`config.mk`:
```
export PLATFORM = sky130hd
export DESIGN_NAME = nec_prefetch
export DESIGN_NICKNAME = d
export VERILOG_FILES = /design/src/rtl/nec_prefetch_pkg.sv /design/src/rtl/nec_prefetch.sv
export SDC_FILE = /design/constraint.sdc
export NUM_CORES = 1
export LEC_CHECK = 0
export ABC_AREA = 0
export BUFFER_PORTS_ARGS = -buffer_cell sky130_fd_sc_hd__clkbuf_2
export CAP_MARGIN = 10
export CORE_AREA = 3 3 113 115
export CTS_CLUSTER_DIAMETER = 150
export DETAILED_ROUTE_END_ITERATION = 8
export DIE_AREA = 0 0 116 118
export HOLD_SLACK_MARGIN = 0.02
export PLACE_DENSITY_LB_ADDON = 0.12
export SETUP_SLACK_MARGIN = 0.4
export SYNTH_ARGS = -nofsm -noshare
export SYNTH_HDL_FRONTEND = slang
export SYNTH_SLANG_ARGS = --single-unit
export TNS_END_PERCENT = 20
```
`constraint.sdc`:
```
create_clock -name clk -period 10.29 [get_ports clk]
set_input_delay 2.058 -clock clk [delete_from_list [all_inputs] [get_ports clk]]
set_output_delay 2.058 -clock clk [all_outputs]
set_load 0.005 [all_outputs]
```
`src/rtl/nec_prefetch_pkg.sv`:
```
// Shared types for the NEC prefetch-queue controller.
// Holds the FSM state encoding, queue depth and the fetch-size helper.
package nec_prefetch_pkg;

   typedef enum logic [1:0] {
      PF_IDLE,
      PF_REQ,
      PF_WAIT,
      PF_DISCARD
   } prefetch_state_e;

   localparam int IPQ_DEPTH = 8;
   localparam int IPQ_LEN_W = 4;

   // An odd fetch pointer only needs room for one byte; even pointers fetch a word.
   function automatic logic [IPQ_LEN_W-1:0] fetchNeed(input logic oddPc, input int wordFree);
      return oddPc ? IPQ_LEN_W'(1) : IPQ_LEN_W'(wordFree);
   endfunction

endpackage

```
`src/rtl/nec_prefetch.sv`:
```
// Prefetch-queue controller: owns the 8-byte IPQ, fetches code from the BIU at PS:fetch_pc
// and retires bytes as the decoder consumes them; a flush restarts filling at new_pc.
module nec_prefetch
   import nec_prefetch_pkg::*;
#(
   parameter int DEPTH     = IPQ_DEPTH,
   parameter int ADDR_W    = 20,
   parameter int WORD_FREE = 2
) (
   input  logic                   clk,
   input  logic                   reset,
   input  logic                   ce,
   input  logic                   flush,
   input  logic [15:0]            new_pc,
   input  logic [15:0]            ps,
   input  logic [3:0]             consume,
   output logic [DEPTH-1:0][7:0]  ipq,
   output logic [3:0]             ipq_len,
   output logic                   fetch_req,
   output logic [ADDR_W-1:0]      fetch_addr,
   output logic                   fetch_word,
   input  logic                   fetch_ack,
   input  logic                   fetch_rvalid,
   input  logic [15:0]            fetch_rdata
);

   localparam int IDX_W = $clog2(DEPTH);

   prefetch_state_e          r_state;
   logic [DEPTH-1:0][7:0]    r_ipq;
   logic [3:0]               r_len;
   logic [15:0]              r_headPc;
   logic                     r_fetchReq;
   logic [ADDR_W-1:0]        r_fetchAddr;
   logic                     r_fetchWord;

   logic [15:0]              w_fetchPc;
   logic [3:0]               w_lenAfter;
   logic [3:0]               w_free;
   logic [3:0]               w_written;
   logic [3:0]               w_lenNext;
   logic [ADDR_W-1:0]        w_fetchAddr;
   logic [IDX_W-1:0]         w_wrIdx;
   logic [IDX_W-1:0]         w_wrIdxHi;

   // fetch_pc is kept implicit: it always sits ipq_len bytes past the decoder pc.
   assign w_fetchPc   = r_headPc + 16'(r_len);
   assign w_lenAfter  = r_len - consume;
   assign w_free      = 4'(DEPTH) - w_lenAfter;
   assign w_written   = (r_state == PF_WAIT && fetch_rvalid) ? (r_fetchWord ? 4'd2 : 4'd1) : 4'd0;
   assign w_lenNext   = w_lenAfter + w_written;
   assign w_fetchAddr = ADDR_W'({ps, 4'h0}) + ADDR_W'(w_fetchPc);
   assign w_wrIdx     = w_fetchPc[IDX_W-1:0];
   assign w_wrIdxHi   = w_wrIdx + IDX_W'(1);

   always_ff @(posedge clk) begin
      if (reset) begin
         r_state     <= PF_IDLE;
         r_ipq       <= '0;
         r_len       <= '0;
         r_headPc    <= '0;
         r_fetchReq  <= 1'b0;
         r_fetchAddr <= '0;
         r_fetchWord <= 1'b0;
      end else if (ce) begin
         if (flush) begin
            r_headPc   <= new_pc;
            r_len      <= '0;
            r_fetchReq <= 1'b0;
            // A fetch the BIU has already taken must still be drained before the next one.
            unique case (r_state)
               PF_REQ:     r_state <= fetch_ack ? PF_DISCARD : PF_IDLE;
               PF_WAIT:    r_state <= fetch_rvalid ? PF_IDLE : PF_DISCARD;
               PF_DISCARD: r_state <= fetch_rvalid ? PF_IDLE : PF_DISCARD;
               default:    r_state <= PF_IDLE;
            endcase
         end else begin
            r_headPc <= r_headPc + 16'(consume);
            r_len    <= w_lenNext;
            unique case (r_state)
               PF_IDLE: begin
                  if (w_free >= fetchNeed(w_fetchPc[0], WORD_FREE)) begin
                     r_fetchReq  <= 1'b1;
                     r_fetchAddr <= w_fetchAddr;
                     r_fetchWord <= ~w_fetchPc[0];
                     r_state     <= PF_REQ;
                  end
               end
               PF_REQ: begin
                  if (fetch_ack) begin
                     r_fetchReq <= 1'b0;
                     r_state    <= PF_WAIT;
                  end
               end
               PF_WAIT: begin
                  if (fetch_rvalid) begin
                     if (r_fetchWord) begin
                        r_ipq[w_wrIdx]   <= fetch_rdata[7:0];
                        r_ipq[w_wrIdxHi] <= fetch_rdata[15:8];
                     end else begin
                        r_ipq[w_wrIdx]   <= fetch_rdata[15:8];
                     end
                     r_state <= PF_IDLE;
                  end
               end
               PF_DISCARD: begin
                  if (fetch_rvalid) r_state <= PF_IDLE;
               end
               default: r_state <= PF_IDLE;
            endcase
         end
      end
   end

   always_ff @(posedge clk) begin
      if (!reset && ce) begin
         assert (consume <= r_len);
      end
   end

   assign ipq        = r_ipq;
   assign ipq_len    = r_len;
   assign fetch_req  = r_fetchReq;
   assign fetch_addr = r_fetchAddr;
   assign fetch_word = r_fetchWord;

endmodule

```
==> impl_metrics.ini, run 1 <==
[die]
fp.dieH_um = 118
die_w_um = 116
start_util_pct = 54.25
pin_count = 148
fp-row-count = 40
core_um2 = 11910
die-area_um2 = 13690

[grt]
grt_max_degree = 102
grt_overflow_total = 0
met1_usage_pct = 34.50
antenna_found_initial = 0
busiest_layer = met2
use_met3_pct = 6.170
grt_first_pass_wirelength_um = 30650
met2_usage_pct = 45.76
grt_pass1_vias = 6239
grt_usage_pct = 27.48

[synth]
synth.cell_area_um2 = 6462
seq_area_frac_synth_pct = 33.46
synth-edff-count = 0
synthTopCellsByArea = dfxtp_1, a22oi_1, o2bb2ai_1
synth_nets = 871
synth_area_per_cell_um2 = 8.296
synth.distinct_cells = 66
synth-seq-cells = 108
synthArstFlopShare_pct = 0
synthCells = 779
ys_warn_count = 0
synth.top_cell.area_share_pct = 33.46
synth_top_area_cell = dfxtp_1
synthFlopType = dfxtp_1

[timing]
maxSlewHeadroom_pct = 23.32
hold_viol_final = 0
rsz0062_at_grt = no
skew_ns = 0.008713
worst_pin_slew_ns = 1.150
setup_slack_ns = 5.664
min_period_over_period_pct = 44.96
finalSetupViolations = 0
setup_tns_ns = 0
fin_crit_ns = 4.626
maxSlewViolCount = 0
max_freq_mhz = 216.2

[setup_path]
cp_data_arrival_time_ns = 4.82
worstRegToRegCells = 16
start_kind = primary input
crit_type = in2reg
critPathCaptureType = flop
required_ns = 10.48
path_max_fanout = 33

[route]
detail-route-antenna-nets = 0
wl_per_cell_um = 18.30
initialDrtViolationCount = 726
post-route-drc-count = 0
drt_wl_total_um = 19100
via_count = 6393
dr.pass1.iters = 6
viasPerCell = 6.124

[final_layout]
final_nets = 984
area_delta_synth_final_pct = 16.42
final.fill_count = 1032
multi_input_comb_area_um2 = 3991
ff_latch_area_um2 = 2162
postLayoutCellArea_um2 = 7523
drive_above_1_share_pct = 20.74
diodes = 0

[clock_tree]
ctsHoldBuffers = 0
clockRootBuffer = clkbuf_16
cts_max_level = 3
cts_resized = 0
cts_buffer_depth = 2
cts_setup_buffers = 0
path_clk_slew_ns = 0.07
clk_latency_ns = 0.35
cts_buffers = 9
tritoncts = built
cts.sinks = 108

[power_and_ir_drop]
powerDensity_nw_per_um2 = 136.7
ir_worst_vdd_mv = 0.09779
leakage_nw = 3.120

[hold_path]
hold_path_depth = 2
min_path_type = reg2reg

[job]
drv_cap = 0

[placed_design]
dp_hpwl_um = 13630
globalplace.congestion = 0.9019
pre_cts_ws_ns = 5.323
port_buffers = 147
placed_cell_area_um2 = 7204

[run_status]
status = finished clean
-- layout make-up --
class / count / area share [%]
tap: 147 / 2.445
clock buffer: 10 / 3.176
sequential: 108 / 28.74
clock inverter: 6 / 1.064
timing repair buffer: 150 / 10.08
multi-input combinational: 594 / 53.05
inverter: 29 / 1.447
-- where the power goes --
part	leakage [nW]	switching, mW	internal (mW)
Combinational	2.09	0.136	0.0800
Sequential	0.876	0.0156	0.431
Clock	0.152	0.167	0.200
-- layer usage --
layer | share of wire, % | vias up
met5 | 0 | -
met4 | 3.1 | 0
met3 | 7.5 | 51
met2 | 49 | 306
met1 | 41 | 2973
li1 | - | 3063
-- synth_stat cells, drive strengths merged, types with 14 or more instances --
master / number
mux2i: 19
a22oi: 69
ha: 29
xor2: 16
buf: 14
inv: 29
xnor2: 18
dfxtp: 108
o2bb2ai: 50
nor3: 14
o21ai: 51
nand2: 66
a21oi: 29
clkbuf: 34
nor2: 120
-- worst paths after layout --
| kind | from | endpoint | slack [ns] |
|---|---|---|---|
| hold / removal | fetch_addr[8] | fetch_addr[8] | 0.48 |
| setup reg to reg | ipq_len[0] | fetch_addr[12] | 6.35 |
| setup / recovery | consume[0] | fetch_addr[0] | 5.66 |
| hold reg to reg | fetch_addr[8] | fetch_addr[8] | 0.48 |
-- logic make-up (layout without fill, tap and decap cells) --
group	after synthesis	in the layout	synth area share (%)
compound gates	260	260	29.16
xor+xnor	36	36	5.324
fa+ha+maj	34	34	7.164
buf+inv	77	195	4.782
flops	108	108	33.46
mux	19	19	2.943
simple gates	245	245	17.17
-- sequential cells by signal, indices dropped and copies added (netlist names) --
name,count
fetch_addr,20
fetch_req,1
fetch_word,1
ipq,64
ipq_len,4
r_headPc,16
r_state,2
-- metrics by stage --
stage	total power, mW	std cells	hold slack [ns]	util (%)
CTS	1.033	1044	0.4814	63.16
global placement	0.6602	1028	0.4539	60.48
floorplan	0.6036	779	0.4447	-
global route	1.078	1044	0.5219	63.16
detailed placement	0.6673	1028	0.4670	60.48
finish	1.029	1044	0.4799	63.16
-- worst max-delay path, stage by stage --
cell and delay (ns):
clkbuf_2 0.10, ha_1 0.15, inv_1 0.05, fa_1 0.57, inv_1 0.12, ha_1 0.31, ha_1 0.28, a21o_1 0.14
a21oi_1 0.09, a211oi_4 0.25, buf_4 0.38, mux2i_1 0.26, nor2_1 0.06
-- layout by cell type, fill, tap and decap left out, drive strengths merged, types with 14 or more instances in the layout --
master   instances
a21oi           29
ha              29
dfxtp          108
mux2i           19
o21ai           51
xnor2           18
xor2            16
o2bb2ai         50
nor3            14
inv             31
clkbuf         156
nand2           66
nor2           120
a22oi           69
(Power assumes the default switching activity.)
==> inputs of run 2 (changes only) <==
Settings changed: ABC_AREA 0 to 1, CORE_AREA 3 3 113 115 to 3 3 123 125, DIE_AREA 0 0 116 118 to 0 0 126 128.
Clock period 10.29 ns to 4.15 ns, I/O delays scaled along.
==> run 2 against run 1 <==
  * Sequential power rose to 2.5 times the previous value
  * Synthesized cell count rose by 41%
  * Highest routed layer unchanged
  * Critical endpoint is now fetch_addr[14]
  * Sequential share of layout area decreased by 2.4 points
  * Total power grew to 2.5 times the previous value
  * Clock-buffer cell count did not move
  * Critical path depth rose by 7
  * Cell area grew 9.2%
==> impl_metrics.ini, run 2 <==
[run_status]
status = finished clean

[synth]
synth.distinct_cells = 40
synthCells = 1096
synthFlopType = dfxtp_1
yosysMostFrequentCell = nand2_1
synthArstFlopShare_pct = 0
synthTopCellsByCount = nand2_1, nor2_1, inv_1
synth-seq-cells = 108
synth.cell_area_um2 = 7114
ys_warn_count = 0
synth_nets = 1188
synth_area_per_cell_um2 = 6.491
synthTopCellsByArea = dfxtp_1, nand2_1, nor2_1
synth.top_cell.area_share_pct = 30.39
seq_area_frac_synth_pct = 30.39
synth_top_area_cell = dfxtp_1
synth-edff-count = 0

[final_layout]
ff_latch_area_um2 = 2163
multi_input_comb_area_um2 = 4284
final.fill_count = 1419
area_delta_synth_final_pct = 15.48
largest_register_ffs = 64
drive_above_1_share_pct = 18.20
final_common_cell = nand2_1
diodes = 0
fin_util_pct = 58.73
final_cell_mix = nand2_1, nor2_1, clkbuf_2, inv_1, dfxtp_1
final_nets = 1318

[setup_path]
crit_path_frequent_cell = nand2_1
cp_slowest_cell = fa_1
crit_buf_inv = 3
rrSetupSlack_ns = 0.78
crit_chain = ha_1 > inv_1 > fa_1 > inv_1 > nand2_1 > inv_1 > o21ai_0 > nand2_1 > nand2_1 > nor2_2 > nand2_1 > xor2_1 > ha_1 > nand2_1 > nor2_1 > o21ai_0 > nand3_1 > or2_2 > a21oi_1 > nor2_1
critPathCaptureType = flop
crit_family = simple AND/OR/NAND/NOR gates
start_kind = flop
critPathMaxStageDelay_ns = 0.40
required_ns = 4.40
cp_data_arrival_time_ns = 3.63
crit_type = reg2reg
path_max_fanout = 5

[power_and_ir_drop]
power.share.clock_pct = 33.3
leakage_nw = 4.261
ir_worst_vdd_mv = 0.1895
p_switching_mw = 0.8745
switching_share_pct = 33.62
internal_power_mw = 1.727
powerDensity_nw_per_um2 = 316.6
p_comb_share_pct = 23.5
seqPwrFrac_pct = 43.1

[clock_tree]
cts.sinks = 108
cts_buffers = 9
tritoncts = built
clockRootBuffer = clkbuf_16
cts_max_level = 3
clk_latency_ns = 0.36
cts_buffer_depth = 2
path_clk_slew_ns = 0.08

[placed_design]
port_buffers = 147
globalplace.congestion = 0.8892
dp_hpwl_um = 14770

[grt]
met2_usage_pct = 42.97
met1_usage_pct = 30.89
antenna_found_initial = 0
grt_pass1_vias = 6611
use_met3_pct = 5.542
grt_first_pass_wirelength_um = 32250
grt_max_degree = 47
grt_usage_pct = 24.45
grt_overflow_total = 0
busiest_layer = met2

[route]
via_count = 7251
post-route-drc-count = 0
viasPerCell = 5.139
dr.pass1.iters = 5
drt_wl_total_um = 20020
wl_per_cell_um = 14.19
detail-route-antenna-nets = 0
initialDrtViolationCount = 472

[die]
pin_count = 148
die_w_um = 126
core_um2 = 13990
die-area_um2 = 16130
fp.dieH_um = 128
start_util_pct = 50.86
fp-row-count = 43

[timing]
maxSlewViolCount = 0
rsz0062_at_grt = yes
setup_tns_ns = 0
worst_pin_slew_ns = 0.9847
min_period_over_period_pct = 81.30
skew_ns = 0.009331
maxSlewHeadroom_pct = 34.27
hold_viol_final = 0
fin_crit_ns = 3.374
finalSetupViolations = 0
max_freq_mhz = 296.4

[hold_path]
min_path_type = reg2reg

[job]
drv_cap = 0
run 2: changes by cell type after synthesis, sizes merged, moves of 53 or more:
| cell | before | now |
|---|---|---|
| a22oi | 69 | 0 |
| a21oi | 29 | 82 |
| nand2 | 66 | 278 |
| o21ai | 51 | 134 |
| nor2 | 120 | 179 |
| inv | 29 | 125 |
run 2: worst register-to-register path, stage by stage, from the launching register on:
cell and delay (ns):
dfxtp_1 0.39, ha_1 0.19, inv_1 0.06, fa_1 0.40, inv_1 0.07, nand2_1 0.11, inv_1 0.07, o21ai_0 0.09
nand2_1 0.10, nand2_1 0.08, nor2_2 0.20, nand2_1 0.10, xor2_1 0.15, ha_1 0.35, nand2_1 0.13, nor2_1 0.05
o21ai_0 0.15, nand3_1 0.12, or2_2 0.29, a21oi_1 0.12, nor2_1 0.05
run 2: cell families (layout without fill, tap and decap cells):
kind of cell	after synthesis	after routing	share of synthesized area, %
AO/OA/AOI/OAI	233	233	17.18
buffers and inverters	160	295	9.427
adder cells (fa/ha/maj)	34	34	6.507
multiplexers	8	8	1.266
XOR/XNOR	25	25	3.447
AND/OR/NAND/NOR	528	528	31.78
flip-flops	108	108	30.39
run 2: metal layers:
layer / vias up / part of all wire, %
li1: 3776 / -
met1: 3224 / 44
met2: 235 / 49
met3: 16 / 6.5
met4: 0 / 1.1
met5: - / 0
run 2: final timing paths:
check / endpoint / cells past startpoint / from
worst max-delay path: fetch_addr[14] / 20 / ipq_len[0]
worst min-delay path: fetch_addr[0] / 2 / fetch_addr[0]
worst max register to register: fetch_addr[14] / 20 / ipq_len[0]
worst min register to register: fetch_addr[0] / 2 / fetch_addr[0]
run 2: timing repair:
item / CTS / global route
setup buffers: 0 / 0
resized for setup: 0 / 3
hold buffers: 0 / 0
endpoints found under the setup margin: 0 / 6
run 2: power by group through the flow:
stage               clock (mW)  combinational (mW)  sequential, mW
floorplan                    0               0.439            1.13
global placement             0               0.601            1.15
detailed placement           0               0.606            1.15
CTS                      0.885               0.609            1.12
global route             0.924               0.693            1.13
finish                   0.867               0.612            1.12
run 2: final cells by class:
| cell class | instances | share of cell area (%) |
|---|---|---|
| Sequential cell | 108 | 26.33 |
| Timing Repair Buffer | 152 | 9.412 |
| Inverter | 127 | 5.803 |
| Tap cell | 180 | 2.741 |
| Multi-Input combinational cell | 828 | 52.15 |
| Clock buffer | 10 | 2.909 |
| Clock inverter | 6 | 0.6549 |
run 2: metrics by stage:
stage / setup WS [ns] / instance area, µm² / power, mW / std cells / hold slack [ns]
floorplan: 0.9538 / 7114 / 1.568 / 1096 / 0.4556
global placement: 0.7897 / 7919 / 1.746 / 1395 / 0.4561
detailed placement: 0.6074 / 7919 / 1.752 / 1395 / 0.4617
CTS: 0.6123 / 8212 / 2.616 / 1411 / 0.4735
global route: 0.3937 / 8215 / 2.745 / 1411 / 0.5046
finish: 0.7758 / 8215 / 2.601 / 1411 / 0.4706
==> inputs of run 3 (changes only) <==
Settings changed: CORE_AREA 3 3 123 125 to 3 3 118 120, DIE_AREA 0 0 126 128 to 0 0 121 123.
Clock period 4.15 ns to 3.3 ns, I/O delays scaled along.
==> run 3 against run 2 <==
  * Wire length increased by 0.18%
  * Fmax increased by 15%
  * Global-route usage rose by 1.8 points
  * Setup slack worse by 0.42 ns
  * Sequential share of layout area fell by 1.2 points
  * Register-to-register slack worse by 0.42 ns
  * Die area fell by 7.7%
  * Largest cell class unchanged
  * Largest power group unchanged
  * Highest routed layer unchanged
==> impl_metrics.ini, run 3 (synthesized netlist as in run 2, its figures left out) <==
[final_layout]
diodes = 0
final_nets = 1341
ff_latch_area_um2 = 2173
final_common_cell = nand2_1
final.fill_count = 1239
layout.cells.non_filler = 1429
drive_above_1_share_pct = 24.26
fin_util_pct = 65.99
multi_input_comb_area_um2 = 4511
area_delta_synth_final_pct = 21.37
final_cell_mix = nand2_1, nor2_1, clkbuf_2, inv_1, dfxtp_1
largest_register_ffs = 64

[route]
via_count = 7395
viasPerCell = 5.175
detail-route-antenna-nets = 0
initialDrtViolationCount = 757
wl_per_cell_um = 14.04
dr.pass1.iters = 5
post-route-drc-count = 0
drt_wl_total_um = 20060

[clock_tree]
cts_buffers = 9
path_clk_slew_ns = 0.08
ctsHoldBuffers = 0
tritoncts = built
clk_latency_ns = 0.36
clockRootBuffer = clkbuf_16
cts_buffer_depth = 2
cts.sinks = 108
cts_max_level = 3

[power_and_ir_drop]
seqPwrFrac_pct = 42.3
switching_share_pct = 33.94
internal_power_mw = 2.189
p_comb_share_pct = 26.1
power.share.clock_pct = 31.7
powerDensity_nw_per_um2 = 383.8
leakage_nw = 4.382
ir_worst_vdd_mv = 0.2827
p_switching_mw = 1.125

[grt]
grt_max_degree = 41
grt_usage_pct = 26.29
busiest_layer = met2
met2_usage_pct = 44.43
met1_usage_pct = 34.09
grt_first_pass_wirelength_um = 31530
grt_pass1_vias = 6519
grt_overflow_total = 0
antenna_found_initial = 0
use_met3_pct = 3.477

[setup_path]
start_kind = flop
required_ns = 3.56
cp_data_arrival_time_ns = 3.20
path_max_fanout = 4
rrSetupSlack_ns = 0.36
critPathCaptureType = flop
crit_type = reg2reg

[hold_path]
min_path_type = reg2reg

[placed_design]
globalplace.congestion = 0.9711
pre_cts_ws_ns = 0.07569
placed_cells = 1397
dp_hpwl_um = 14510
port_buffers = 147

[timing]
rsz0062_at_grt = yes
whs_ns = 0.4656
max_freq_mhz = 339.9
skew_ns = 0.005158
setup_tns_ns = 0
worst_pin_slew_ns = 0.5853
finalSetupViolations = 0
setup_slack_ns = 0.3581
fin_crit_ns = 2.942
maxSlewViolCount = 0
min_period_over_period_pct = 89.15
hold_viol_final = 0
maxSlewHeadroom_pct = 60.98

[die]
start_util_pct = 54.37
die_w_um = 121
fp-row-count = 42
pin_count = 148
fp.dieH_um = 123
die-area_um2 = 14880
core_um2 = 13090

[job]
drv_cap = 0

[run_status]
status = finished clean
run 3: cell type report:
class                      instances  area share (%)
tap                              176           2.550
inverter                         127           5.550
timing repair buffer             175           11.33
sequential                       108           25.17
clock buffer                       9           2.608
clock inverter                     6          0.5506
multi-input combinational        828           52.24
run 3: metal layers:
layer / up-vias / part of all wire, % / routed length (µm)
li1: 3837 / - / -
met1: 3277 / 43 / 8607
met2: 241 / 49 / 9730
met3: 40 / 6.1 / 1222
met4: 0 / 2.5 / 497
met5: - / 0 / 0
run 3: worst paths after layout:
kind / start / end / cells past startpoint
worst max-delay path: ipq_len[0] / fetch_addr[14] / 18
worst min-delay path: fetch_addr[11] / fetch_addr[11] / 2
worst max register to register: ipq_len[0] / fetch_addr[14] / 18
worst min register to register: fetch_addr[11] / fetch_addr[11] / 2
run 3: power groups by stage:
stage	sequential [mW]	combinational, mW	clock [mW]
2_1_floorplan	1.42	0.564	0
3_3_place_gp	1.43	0.779	0
3_5_place_dp	1.43	0.789	0
4_1_cts	1.40	0.812	1.06
5_1_grt	1.41	0.962	1.11
6_report	1.40	0.865	1.05
run 3: stage by stage:
stage               power, mW  area [µm²]
floorplan               1.984        7163
global placement        2.209        8026
detailed placement      2.218        8026
CTS                     3.271        8407
global route            3.477        8635
finish                  3.314        8635
run 3: worst max-delay path, stage by stage (launching register included):
cell and delay (ns):
dfxtp_4 0.37, ha_4 0.15, inv_2 0.04, fa_2 0.34
inv_2 0.08, nand2_4 0.05, inv_2 0.04, o21ai_2 0.05
nand2_1 0.10, nand2_1 0.09, xor2_1 0.26, ha_1 0.36
nand2_2 0.14, inv_1 0.06, a21oi_2 0.16, nand3_1 0.11
or2_2 0.29, a21oi_2 0.11, nor2_1 0.04
run 3: timing repair:
action	in CTS	in global routing
setup buffers	5	12
hold endpoints to repair	0	0
endpoints found under the setup margin	11	58
resized for setup	24	41
pin swaps	13	25
cloned	0	0
